### config.mk
export PLATFORM = sky130hd
export DESIGN_NAME = uc_port_master_flat
export DESIGN_NICKNAME = d
export VERILOG_FILES = /design/src/rtl/uc_port_master_if.sv /design/src/rtl/uc_port_master.sv /design/src/flat_wrapper.sv
export SDC_FILE = /design/constraint.sdc
export NUM_CORES = 1
export LEC_CHECK = 0
export CORE_MARGIN = 2
export CORE_UTILIZATION = 50
export CTS_BUF_LIST = sky130_fd_sc_hd__clkbuf_4 sky130_fd_sc_hd__clkbuf_8 sky130_fd_sc_hd__clkbuf_16
export DETAILED_ROUTE_END_ITERATION = 12
export HOLD_SLACK_MARGIN = 0.02
export PLACE_DENSITY_LB_ADDON = 0.1
export SYNTH_ARGS = -nofsm -noshare
export SYNTH_HDL_FRONTEND = slang
export SYNTH_SLANG_ARGS = --single-unit
### constraint.sdc
create_clock -name clk -period 2.28 [get_ports clk]
set_input_delay 0.228 -clock clk [delete_from_list [all_inputs] [get_ports clk]]
set_output_delay 0.228 -clock clk [all_outputs]
set_load 0.05 [all_outputs]
### src/rtl/uc_port_master_if.sv
// Command/response handshake and microcontroller-side bus of uc_port_master.
// The uc_data pad tristate lives above this interface, so the bus is split into out/oe/in.
interface uc_port_master_if;
    logic        cmd_valid;
    logic        cmd_ready;
    logic [1:0]  cmd_op;
    logic [14:0] cmd_addr;
    logic [7:0]  cmd_wdata;
    logic        rsp_valid;
    logic [7:0]  rsp_data;
    logic [7:0]  uc_data_out;
    logic        uc_data_oe;
    logic [7:0]  uc_data_in;
    logic        uc_write;
    logic        uc_read;
    logic        set_addr_lo;
    logic        set_addr_hi;
    logic        strobe_addr;
    logic        uc_ack;

    modport master (
        input  cmd_valid, cmd_op, cmd_addr, cmd_wdata, uc_data_in, uc_ack,
        output cmd_ready, rsp_valid, rsp_data, uc_data_out, uc_data_oe,
               uc_write, uc_read, set_addr_lo, set_addr_hi, strobe_addr
    );

    modport slave (
        output cmd_valid, cmd_op, cmd_addr, cmd_wdata, uc_data_in, uc_ack,
        input  cmd_ready, rsp_valid, rsp_data, uc_data_out, uc_data_oe,
               uc_write, uc_read, set_addr_lo, set_addr_hi, strobe_addr
    );
endinterface

### src/rtl/uc_port_master.sv
// Master for a microcontroller SRAM port: loads the address counter in two byte strobes,
// performs ack-handshaked byte writes/reads and advances the address after each access.
module uc_port_master #(
    parameter int unsigned STROBE_CYCLES = 2,
    parameter int unsigned ACK_TIMEOUT   = 1023
) (
    input  logic              clk,
    input  logic              reset_n,
    uc_port_master_if.master  bus,
    output logic [14:0]       cur_addr,
    output logic              busy,
    output logic              timeout_err,
    input  logic              err_clear
);
    typedef enum logic [3:0] {
        IDLE, LO_SETUP, LO_STROBE, LO_HOLD, HI_SETUP, HI_STROBE, HI_HOLD,
        REQ, RELEASE, INC_STROBE, INC_HOLD
    } state_t;

    typedef enum logic [1:0] {OP_SET = 2'b00, OP_WR = 2'b01, OP_RD = 2'b10, OP_RSV = 2'b11} op_t;

    localparam logic [3:0]  STB_LAST = 4'(STROBE_CYCLES - 1);
    localparam logic [15:0] TO_LAST  = 16'(ACK_TIMEOUT - 1);

    state_t      state_q, state_d;
    op_t         op_q, op_d;
    logic [14:0] addr_q, addr_d;
    logic [7:0]  wdata_q, wdata_d;
    logic [14:0] cur_addr_q, cur_addr_d;
    logic [7:0]  rsp_data_q, rsp_data_d;
    logic        err_q, err_d;
    logic [3:0]  stb_cnt_q, stb_cnt_d;
    logic [15:0] to_cnt_q, to_cnt_d;
    logic        seen0_q, seen0_d;
    logic        ack_meta_q, ack_s_q;
    logic        timeout_fire;
    logic        ready;

    always_ff @(posedge clk or negedge reset_n) begin
        if (!reset_n) begin
            ack_meta_q <= 1'b0;
            ack_s_q    <= 1'b0;
        end else begin
            ack_meta_q <= bus.uc_ack;
            ack_s_q    <= ack_meta_q;
        end
    end

    always_ff @(posedge clk or negedge reset_n) begin
        if (!reset_n) begin
            state_q    <= IDLE;
            op_q       <= OP_SET;
            addr_q     <= '0;
            wdata_q    <= '0;
            cur_addr_q <= '0;
            rsp_data_q <= '0;
            err_q      <= 1'b0;
            stb_cnt_q  <= '0;
            to_cnt_q   <= '0;
            seen0_q    <= 1'b0;
        end else begin
            state_q    <= state_d;
            op_q       <= op_d;
            addr_q     <= addr_d;
            wdata_q    <= wdata_d;
            cur_addr_q <= cur_addr_d;
            rsp_data_q <= rsp_data_d;
            err_q      <= err_d;
            stb_cnt_q  <= stb_cnt_d;
            to_cnt_q   <= to_cnt_d;
            seen0_q    <= seen0_d;
        end
    end

    always_comb begin
        state_d      = state_q;
        op_d         = op_q;
        addr_d       = addr_q;
        wdata_d      = wdata_q;
        cur_addr_d   = cur_addr_q;
        rsp_data_d   = rsp_data_q;
        stb_cnt_d    = stb_cnt_q;
        to_cnt_d     = to_cnt_q;
        seen0_d      = seen0_q;
        timeout_fire = 1'b0;

        unique case (state_q)
            IDLE: begin
                if (bus.cmd_valid) begin
                    op_d      = op_t'(bus.cmd_op);
                    addr_d    = bus.cmd_addr;
                    wdata_d   = bus.cmd_wdata;
                    stb_cnt_d = '0;
                    to_cnt_d  = '0;
                    seen0_d   = 1'b0;
                    unique case (op_t'(bus.cmd_op))
                        OP_SET:       state_d = LO_SETUP;
                        OP_WR, OP_RD: state_d = REQ;
                        default:      state_d = IDLE;
                    endcase
                end
            end
            LO_SETUP: state_d = LO_STROBE;
            LO_STROBE: begin
                if (stb_cnt_q == STB_LAST) begin
                    stb_cnt_d = '0;
                    state_d   = LO_HOLD;
                end else begin
                    stb_cnt_d = stb_cnt_q + 4'd1;
                end
            end
            LO_HOLD:  state_d = HI_SETUP;
            HI_SETUP: state_d = HI_STROBE;
            HI_STROBE: begin
                if (stb_cnt_q == STB_LAST) begin
                    stb_cnt_d = '0;
                    state_d   = HI_HOLD;
                end else begin
                    stb_cnt_d = stb_cnt_q + 4'd1;
                end
            end
            HI_HOLD: begin
                cur_addr_d = addr_q;
                state_d    = IDLE;
            end
            // An ack only counts once a low ack_s has been seen in this REQ, rejecting stale acks.
            REQ: begin
                if (ack_s_q && seen0_q) begin
                    if (op_q == OP_RD) rsp_data_d = bus.uc_data_in;
                    to_cnt_d = '0;
                    state_d  = RELEASE;
                end else if (to_cnt_q == TO_LAST) begin
                    timeout_fire = 1'b1;
                    state_d      = IDLE;
                end else begin
                    to_cnt_d = to_cnt_q + 16'd1;
                    if (!ack_s_q) seen0_d = 1'b1;
                end
            end
            RELEASE: begin
                if (!ack_s_q) begin
                    stb_cnt_d = '0;
                    state_d   = INC_STROBE;
                end else if (to_cnt_q == TO_LAST) begin
                    timeout_fire = 1'b1;
                    state_d      = IDLE;
                end else begin
                    to_cnt_d = to_cnt_q + 16'd1;
                end
            end
            INC_STROBE: begin
                if (stb_cnt_q == STB_LAST) begin
                    stb_cnt_d = '0;
                    state_d   = INC_HOLD;
                end else begin
                    stb_cnt_d = stb_cnt_q + 4'd1;
                end
            end
            INC_HOLD: begin
                cur_addr_d = cur_addr_q + 15'd1;
                state_d    = IDLE;
            end
            default: state_d = IDLE;
        endcase
    end

    // A timeout wins over a simultaneous clear so the error is never lost.
    assign err_d = timeout_fire | (err_q & ~err_clear);

    always_comb begin
        bus.uc_data_out = '0;
        bus.uc_data_oe  = 1'b0;
        bus.uc_write    = 1'b0;
        bus.uc_read     = 1'b0;
        bus.set_addr_lo = 1'b0;
        bus.set_addr_hi = 1'b0;
        bus.strobe_addr = 1'b0;
        unique case (state_q)
            LO_SETUP, LO_STROBE, LO_HOLD: begin
                bus.uc_data_out = addr_q[7:0];
                bus.uc_data_oe  = 1'b1;
                bus.set_addr_lo = 1'b1;
                bus.strobe_addr = (state_q == LO_STROBE);
            end
            HI_SETUP, HI_STROBE, HI_HOLD: begin
                bus.uc_data_out = {1'b0, addr_q[14:8]};
                bus.uc_data_oe  = 1'b1;
                bus.set_addr_hi = 1'b1;
                bus.strobe_addr = (state_q == HI_STROBE);
            end
            REQ: begin
                if (op_q == OP_WR) begin
                    bus.uc_data_out = wdata_q;
                    bus.uc_data_oe  = 1'b1;
                    bus.uc_write    = 1'b1;
                end else begin
                    bus.uc_read = 1'b1;
                end
            end
            RELEASE: begin
                if (op_q == OP_WR) begin
                    bus.uc_data_out = wdata_q;
                    bus.uc_data_oe  = 1'b1;
                end
            end
            INC_STROBE: bus.strobe_addr = 1'b1;
            default: ;
        endcase
    end

    assign ready         = (state_q == IDLE);
    assign bus.cmd_ready = ready;
    assign busy          = ~ready;
    assign bus.rsp_valid = (state_q == INC_HOLD) && (op_q == OP_RD);
    assign bus.rsp_data  = rsp_data_q;
    assign cur_addr      = cur_addr_q;
    assign timeout_err   = err_q;
endmodule

### src/flat_wrapper.sv
// flat-port wrapper written by rule: the top's interface ports become plain ports
module uc_port_master_flat 
#(
    parameter int unsigned STROBE_CYCLES = 2,
    parameter int unsigned ACK_TIMEOUT   = 1023
)
  (clk, reset_n, cur_addr, busy, timeout_err, err_clear, bus_cmd_valid, bus_cmd_op, bus_cmd_addr, bus_cmd_wdata, bus_uc_data_in, bus_uc_ack, bus_cmd_ready, bus_rsp_valid, bus_rsp_data, bus_uc_data_out, bus_uc_data_oe, bus_uc_write, bus_uc_read, bus_set_addr_lo, bus_set_addr_hi, bus_strobe_addr);
  uc_port_master_if bus_i ();
  input  logic clk;
  input  logic reset_n;
  output logic [14:0] cur_addr;
  output logic busy;
  output logic timeout_err;
  input  logic err_clear;
  input wire logic [$bits(bus_i.cmd_valid)-1:0] bus_cmd_valid;
  input wire logic [$bits(bus_i.cmd_op)-1:0] bus_cmd_op;
  input wire logic [$bits(bus_i.cmd_addr)-1:0] bus_cmd_addr;
  input wire logic [$bits(bus_i.cmd_wdata)-1:0] bus_cmd_wdata;
  input wire logic [$bits(bus_i.uc_data_in)-1:0] bus_uc_data_in;
  input wire logic [$bits(bus_i.uc_ack)-1:0] bus_uc_ack;
  output wire logic [$bits(bus_i.cmd_ready)-1:0] bus_cmd_ready;
  output wire logic [$bits(bus_i.rsp_valid)-1:0] bus_rsp_valid;
  output wire logic [$bits(bus_i.rsp_data)-1:0] bus_rsp_data;
  output wire logic [$bits(bus_i.uc_data_out)-1:0] bus_uc_data_out;
  output wire logic [$bits(bus_i.uc_data_oe)-1:0] bus_uc_data_oe;
  output wire logic [$bits(bus_i.uc_write)-1:0] bus_uc_write;
  output wire logic [$bits(bus_i.uc_read)-1:0] bus_uc_read;
  output wire logic [$bits(bus_i.set_addr_lo)-1:0] bus_set_addr_lo;
  output wire logic [$bits(bus_i.set_addr_hi)-1:0] bus_set_addr_hi;
  output wire logic [$bits(bus_i.strobe_addr)-1:0] bus_strobe_addr;
  assign bus_i.cmd_valid = bus_cmd_valid;
  assign bus_i.cmd_op = bus_cmd_op;
  assign bus_i.cmd_addr = bus_cmd_addr;
  assign bus_i.cmd_wdata = bus_cmd_wdata;
  assign bus_i.uc_data_in = bus_uc_data_in;
  assign bus_i.uc_ack = bus_uc_ack;
  assign bus_cmd_ready = bus_i.cmd_ready;
  assign bus_rsp_valid = bus_i.rsp_valid;
  assign bus_rsp_data = bus_i.rsp_data;
  assign bus_uc_data_out = bus_i.uc_data_out;
  assign bus_uc_data_oe = bus_i.uc_data_oe;
  assign bus_uc_write = bus_i.uc_write;
  assign bus_uc_read = bus_i.uc_read;
  assign bus_set_addr_lo = bus_i.set_addr_lo;
  assign bus_set_addr_hi = bus_i.set_addr_hi;
  assign bus_strobe_addr = bus_i.strobe_addr;
  uc_port_master #(.STROBE_CYCLES(STROBE_CYCLES), .ACK_TIMEOUT(ACK_TIMEOUT)) u_core (.clk(clk), .reset_n(reset_n), .bus(bus_i), .cur_addr(cur_addr), .busy(busy), .timeout_err(timeout_err), .err_clear(err_clear));
endmodule
==> results.py, run 1 <==
metrics = {
    "drt": {
        "wl_um": 9800,
        "drt_drc_violations_left": 0,
        "drt_pre_antenna_iters": 6,
        "number_of_routed_nets_with_antenna_violations": 0,
        "dr_total_vias": 3428,
        "avgRoutedWirePerCell_um": 16.4,
        "drt_iter0_markers": 161,
        "vias_per_cell": 5.73,
    },
    "timing": {
        "timing.fmax_mhz": 456,
        "slew_violations": 0,
        "period_minus_slack_ns": 2.20,
        "tightestPinTransition_ns": 0.959,
        "holdWs_ns": 0.0202,
        "timing.final.crit_share_pct": 96.3,
        "final_hold_viol_count": 0,
        "relSlewSlack_pct": 36.1,
        "setup_ws_ns": 0.0849,
        "setup-violations-final": 0,
        "final_skew_ns": 0.0113,
    },
    "clock_network": {
        "cell_chosen_for_the_clock_root": "sky130_fd_sc_hd__clkbuf_8",
        "cts_inserted_buffers": 9,
        "clockBufferDepth": 2,
        "ctsHtreeMaxLevel": 3,
        "clkSinkCount": 76,
        "cts_tree": "yes",
        "cts.reportedPaths.clkPinSlew_ns": 0.08,
        "insertion_delay_ns": 0.36,
    },
    "worst_setup_path": {
        "timing.setup.critical_path_class": "flop to output pin",
        "critical_path.reg2reg.startpoint": "u_core.state_q[1]",
        "max_stage_delay_ns": 0.44,
        "setup.worst_path.end": "bus_uc_data_out[3]",
        "setup.worst_path.start": "u_core.state_q[1]",
        "timing.critical_path.cells": "buf_12 -> nor2_4 -> nor3_4 -> buf_4 -> a222oi_1 -> inv_1 -> buf_12",
        "cp_endpoint_kind": "output pin",
        "r2r-end": "u_core.to_cnt_q[15]",
        "crit_required_ns": 2.05,
        "worstRegToRegCells": 7,
        "cpMaxStageDelayCell": "sky130_fd_sc_hd__dfrtp_2",
        "setup.worst_path.start_class": "flop",
        "crit_arrival_ns": 1.97,
        "timing.critical_path.mode_cell": "sky130_fd_sc_hd__buf_12",
        "critical_path_peak_fanout": 5,
        "worst-r2r-setup-slack_ns": 0.10,
    },
    "outcome": {
        "status": "finished, final reports clean",
    },
    "synthesis": {
        "synth_flop_cell": "sky130_fd_sc_hd__dfrtp_1",
        "synth_edf_count": 0,
        "synth.yosys.warnings": 0,
        "synth_area_um2": 3990,
        "ys_async_sr_fraction_pct": 100,
        "postSynthNetCount": 445,
        "yosys.cell_types.count": 54,
        "netlist_top_cells_area": "sky130_fd_sc_hd__dfrtp_1 48%, sky130_fd_sc_hd__mux2_2 9.3%, sky130_fd_sc_hd__nand2_1 3.7%",
        "yosysTopAreaCellShare_pct": 47.7,
        "synth_commonest_cells": "76 x sky130_fd_sc_hd__dfrtp_1, 39 x sky130_fd_sc_hd__nand2_1, 36 x sky130_fd_sc_hd__nor2_1",
        "synth.ff_latch_count": 76,
        "syn-instance-count": 401,
        "yosys.cell_count.top_type": "sky130_fd_sc_hd__dfrtp_1",
        "yosysTopAreaCell": "sky130_fd_sc_hd__dfrtp_1",
        "synth-seq-area-share_pct": 47.7,
        "postSynthAreaPerCell_um2": 9.94,
    },
    "floorplan": {
        "vert_die_dim_um": 93.3,
        "floorplan.initialDensity_pct": 51.6,
        "io-pin-count": 79,
        "fp.coreArea_um2": 7730,
        "area_of_the_die_um2": 8700,
        "chipWidth_um": 93.3,
        "row_count": 32,
    },
    "layout": {
        "final_nets": 535,
        "antenna-diode-count": 0,
        "syn2layout_area_growth_pct": 35.2,
        "final-instance-count-excl-fill": 598,
        "drive_above_1_share_pct": 22.4,
        "stdcell_area_um2": 5390,
    },
    "min_path": {
        "hold_class": "input pin to asynchronous set/reset pin",
    },
    "power": {
        "power_mw": 8.17,
        "power_leakage_nw": 2.25,
        "powerDensity_nw_per_um2": 1520,
        "vdd.ir_drop.worst_uv": 995,
    },
    "job": {
        "cap_viol_max_count": 0,
    },
    "global_route": {
        "grt_use_total_pct": 24.2,
        "antenna_found_initial": 0,
        "grt_start_max_net_pins": 77,
        "grt_pass1_vias": 3430,
        "global_route.overflow_total": 0,
        "global_route_wire_length_before_repair_um": 16600,
    },
    "placement": {
        "place_area_um2": 5090,
        "io_buffers": 78,
        "place_ws_ns": 0.142,
        "place.gp.congestion": 0.863,
        "place.detailed.hpwl_um": 6980,
        "numPlacedInstances": 575,
    },
}
sequential cells by signal, summed over array words and instances, names as in the netlist, 2 cells and up:
name                 flops
u_core.addr_q           15
u_core.bus.rsp_data      8
u_core.cur_addr         15
u_core.op_q              2
u_core.state_q           4
u_core.stb_cnt_q         4
u_core.to_cnt_q         16
u_core.wdata_q           8
stage by stage:
stage          util (%)  setup TNS (ns)
2_1_floorplan         -               0
3_3_place_gp       65.9               0
3_5_place_dp       65.9               0
4_1_cts            68.8               0
5_1_grt            69.7        -0.00192
6_report           69.7               0
critical path: cells and delay by family (launching register included):
kind	cells	cell delay, ns
buffers and inverters	4	0.62
flip-flops	1	0.44
AO/OA/AOI/OAI	1	0.35
AND/OR/NAND/NOR	2	0.22
cell type report:
class	count	area, um^2
tap	102	128
inverter	18	71.3
sequential	76	1910
clock buffer	9	124
fill	593	2340
clock inverter	7	75.1
timing repair buffer	98	1110
multi-input combinational	288	1970
cells in the final DEF, fill, tap and decap left out, types with 2 or more instances in the layout:
master,netlist,layout
sky130_fd_sc_hd__a21oi_1,25,24
sky130_fd_sc_hd__a22oi_1,2,2
sky130_fd_sc_hd__buf_12,0,18
sky130_fd_sc_hd__buf_4,0,19
sky130_fd_sc_hd__a31oi_1,5,5
sky130_fd_sc_hd__dfrtp_1,76,71
sky130_fd_sc_hd__o311ai_0,2,2
sky130_fd_sc_hd__clkinv_2,0,2
sky130_fd_sc_hd__nand2_2,0,2
sky130_fd_sc_hd__o22ai_1,8,8
sky130_fd_sc_hd__nand3_1,14,14
sky130_fd_sc_hd__a22o_1,3,3
sky130_fd_sc_hd__mux2_2,33,33
sky130_fd_sc_hd__clkinv_4,0,3
sky130_fd_sc_hd__nor2_1,36,35
sky130_fd_sc_hd__o31ai_1,2,2
sky130_fd_sc_hd__nand2_1,39,37
sky130_fd_sc_hd__clkdlybuf4s50_1,0,60
sky130_fd_sc_hd__nor3_1,11,10
sky130_fd_sc_hd__a222oi_1,7,7
sky130_fd_sc_hd__nor2b_1,4,3
sky130_fd_sc_hd__nor3b_1,2,2
sky130_fd_sc_hd__nand2b_1,5,5
sky130_fd_sc_hd__and3_1,4,4
sky130_fd_sc_hd__ha_1,6,6
sky130_fd_sc_hd__o21ai_1,2,2
sky130_fd_sc_hd__dfrtp_2,0,5
sky130_fd_sc_hd__nand4_1,5,5
sky130_fd_sc_hd__or3_1,3,3
sky130_fd_sc_hd__o21ai_0,18,17
sky130_fd_sc_hd__mux2i_1,2,2
sky130_fd_sc_hd__clkbuf_8,0,9
sky130_fd_sc_hd__o21a_1,3,3
sky130_fd_sc_hd__inv_1,18,17
sky130_fd_sc_hd__and4_1,3,3
sky130_fd_sc_hd__nor4_1,7,7
sky130_fd_sc_hd__xnor2_1,16,16
cell families after synthesis:
logic type      after synthesis  share of synthesized area, %
simple gates                141                          18.0
compound gates               89                          14.6
flops                        76                          47.7
buf+inv                      37                          4.24
mux                          35                          9.83
xor+xnor                     17                          3.74
fa+ha+maj                     6                          1.88
report_power, final:
group / leakage, nW / switching, mW / internal [mW]
clock network: 0.104 / 0.528 / 0.511
registers: 0.952 / 0.572 / 1.87
logic: 1.19 / 2.63 / 2.06
worst min path at each step:
stage / startpoint / end / slack (ns) / cells after the start
global route: reset_n / u_core.stb_cnt_q[2] / 0.09 / 1
CTS: reset_n / u_core.stb_cnt_q[2] / 0.05 / 1
finish: reset_n / u_core.stb_cnt_q[2] / 0.02 / 1
floorplan: reset_n / u_core.ack_meta_q / -0.07 / 0
global placement: u_core.ack_meta_q / u_core.ack_s_q / 0.34 / 0
detailed placement: u_core.ack_meta_q / u_core.ack_s_q / 0.35 / 0
repair_timing:
| action | 4_1_cts | 5_1_grt |
|---|---|---|
| hold endpoints to repair | 0 | 0 |
| setup endpoints to repair | 11 | 19 |
| gates resized for setup | 5 | 7 |
| buffers inserted | 2 | 5 |
| pin swaps | 0 | 6 |
| gates cloned | 0 | 0 |
| hold buffers | 0 | 0 |
metal layers:
metal  wire, um  vias to the layer above  GRT usage (%)  share of wire, %
met4        220                        0           9.31               2.2
met1       4490                     1673           32.7                46
met5          0                        -              0                 0
met3        440                       17           5.00               4.5
li1           -                     1635              -                 -
met2       4650                      103           38.4                47
No activity file was read; power rests on OpenSTA's default activity.
==> run 2, diff against run 1 <==
Settings changed: ABC_CLOCK_PERIOD_IN_PS from default to 2280.
==> results of run 2 <==
Same layout as run 1: the final DEF is identical, and so are final timing and power.
==> run 3, diff against run 2 <==
Settings changed: SETUP_SLACK_MARGIN from default to 0.5.
==> run 3 against run 2 <==
  * Critical path depth increased by 1
  * Cell area is 22% higher
  * Clock skew up 0.0036 ns
  * Non-clock buffer count grew 62
  * Cell count grew 11%
==> results.py, run 3 (synthesis results as in run 1) <==
metrics = {
    "clock_network": {
        "cts_tree": "yes",
        "clockBufferDepth": 2,
        "insertion_delay_ns": 0.36,
        "cell_chosen_for_the_clock_root": "sky130_fd_sc_hd__clkbuf_8",
        "clkSinkCount": 76,
        "ctsHtreeMaxLevel": 3,
        "cts_inserted_buffers": 9,
        "cts.reportedPaths.clkPinSlew_ns": 0.10,
    },
    "timing": {
        "setup-violations-final": 0,
        "period_minus_slack_ns": 2.20,
        "final_skew_ns": 0.0149,
        "timing.fmax_mhz": 455,
        "timing.final.crit_share_pct": 96.5,
        "setup_total_negative_slack_ns": 0,
        "tightestPinTransition_ns": 0.624,
        "relSlewSlack_pct": 58.3,
        "rsz0062_at_grt": "true",
        "setup_ws_ns": 0.0805,
        "slew_violations": 0,
        "final_hold_viol_count": 0,
    },
    "placement": {
        "io_buffers": 78,
        "place.detailed.hpwl_um": 7130,
        "numPlacedInstances": 581,
        "place_ws_ns": 0.244,
        "place_area_um2": 5180,
        "place.gp.congestion": 0.858,
    },
    "global_route": {
        "global_route_wire_length_before_repair_um": 19900,
        "grt_pass1_vias": 3938,
        "global_route.overflow_total": 0,
        "antenna_found_initial": 0,
        "grt_use_total_pct": 29.6,
        "grt_start_max_net_pins": 41,
    },
    "job": {
        "cap_viol_max_count": 0,
    },
    "floorplan": {
        "io-pin-count": 79,
        "row_count": 32,
        "vert_die_dim_um": 93.3,
        "floorplan.initialDensity_pct": 51.6,
        "chipWidth_um": 93.3,
        "area_of_the_die_um2": 8700,
        "fp.coreArea_um2": 7730,
    },
    "outcome": {
        "status": "finished, final reports clean",
    },
    "layout": {
        "postLayoutCoreUtil_pct": 84.9,
        "largest_register_ff_count": 16,
        "final_common_cell": "sky130_fd_sc_hd__dfrtp_1",
        "drive_above_1_share_pct": 42.5,
        "regMostFlops": "u_core.to_cnt_q",
        "stdcell_area_um2": 6560,
        "mostFrequentLayoutCells": "69 x sky130_fd_sc_hd__dfrtp_1, 49 x sky130_fd_sc_hd__buf_4, 37 x sky130_fd_sc_hd__clkdlybuf4s50_1",
        "antenna-diode-count": 0,
        "syn2layout_area_growth_pct": 64.6,
        "final-instance-count-excl-fill": 665,
        "final_nets": 602,
    },
    "power": {
        "vdd.ir_drop.worst_uv": 740,
        "power_leakage_nw": 2.93,
        "powerDensity_nw_per_um2": 1510,
    },
    "worst_setup_path": {
        "cp_endpoint_kind": "flop",
        "crit_required_ns": 2.54,
        "timing.setup.critical_path_class": "flop to flop",
        "crit_arrival_ns": 2.46,
        "r2r-end": "u_core.to_cnt_q[2]",
        "critical_path_peak_fanout": 7,
        "setup.worst_path.end": "u_core.to_cnt_q[2]",
        "critical_path.reg2reg.startpoint": "u_core.state_q[2]",
        "setup.worst_path.start_class": "flop",
        "worstRegToRegCells": 8,
        "setup.worst_path.start": "u_core.state_q[2]",
        "worst-r2r-setup-slack_ns": 0.08,
    },
    "drt": {
        "drt_pre_antenna_iters": 5,
        "drt_drc_violations_left": 0,
        "number_of_routed_nets_with_antenna_violations": 0,
        "wl_um": 15000,
        "drt_iter0_markers": 432,
        "dr_total_vias": 4148,
        "avgRoutedWirePerCell_um": 22.6,
        "vias_per_cell": 6.24,
    },
    "min_path": {
        "hold_class": "input pin to flop",
    },
}
## run 3: changes by cell type in the layout (fill, tap and decap cells not counted), sizes merged, moves of 3 or more
cell / before / now
buf: 38 / 99
clkdlybuf4s50: 60 / 37
clkinv: 5 / 2
dlygate4sd2: 0 / 16
dlymetal6s2s: 0 / 7
nand2: 39 / 42
## run 3: report_power, final
part	total, mW	switching, mW	internal [mW]
Sequential	2.48	0.605	1.87
Clock	1.23	0.568	0.659
Combinational	6.21	3.48	2.73
## run 3: worst max-delay path, stage by stage, from the launching register on
cell and delay (ns):
sky130_fd_sc_hd__dfrtp_2 0.52, sky130_fd_sc_hd__buf_6 0.16, sky130_fd_sc_hd__buf_6 0.10, sky130_fd_sc_hd__or3_4 0.41
sky130_fd_sc_hd__o21a_4 0.26, sky130_fd_sc_hd__buf_6 0.14, sky130_fd_sc_hd__nor3b_2 0.28, sky130_fd_sc_hd__xnor2_1 0.16
sky130_fd_sc_hd__nor2_1 0.06
## run 3: repair_timing
action / in CTS / in global routing
hold buffers: 1 / 0
setup endpoints to repair: 104 / 95
buffers inserted: 37 / 23
pin swaps: 34 / 36
hold endpoints to repair: 39 / 0
cloned: 4 / 3
gates resized for setup: 84 / 70
## run 3: how the worst min path moves through the flow
stage,from,endpoint,slack (ns),cells after the start
final,bus_uc_ack,u_core.ack_meta_q,0.31,1
after global routing,bus_uc_ack,u_core.ack_meta_q,0.32,1
after CTS,bus_uc_ack,u_core.ack_meta_q,0.31,1
after detailed placement,reset_n,u_core.stb_cnt_q[2],0.24,1
after global placement,reset_n,u_core.stb_cnt_q[2],0.24,1
after floorplan,reset_n,u_core.ack_meta_q,-0.07,0
## run 3: final cells by class
class                   instances  area [um^2]
well taps                     102          128
clock buffers                  10          138
fillers                       388         1170
multi-input cells             293         2520
flip-flops and latches         76         1910
inverters                      18         71.3
clock inverters                 6         95.1
repair buffers                160         1690
## run 3: through the flow
step,power (mW),hold slack (ns)
CTS,9.04,0.310
global route,10.3,0.317
finish,9.91,0.314
floorplan,5.35,-0.0676
detailed placement,7.08,0.245
global placement,6.97,0.245
## run 3: per-layer routing
layer  vias to the layer above  track usage, %  share of wire (%)
li1                       1785               -                  -
met1                      2023            35.9                 38
met3                        81            6.61                8.1
met5                         -               0                  0
met2                       259            51.1                 49
met4                         0            11.8                5.6
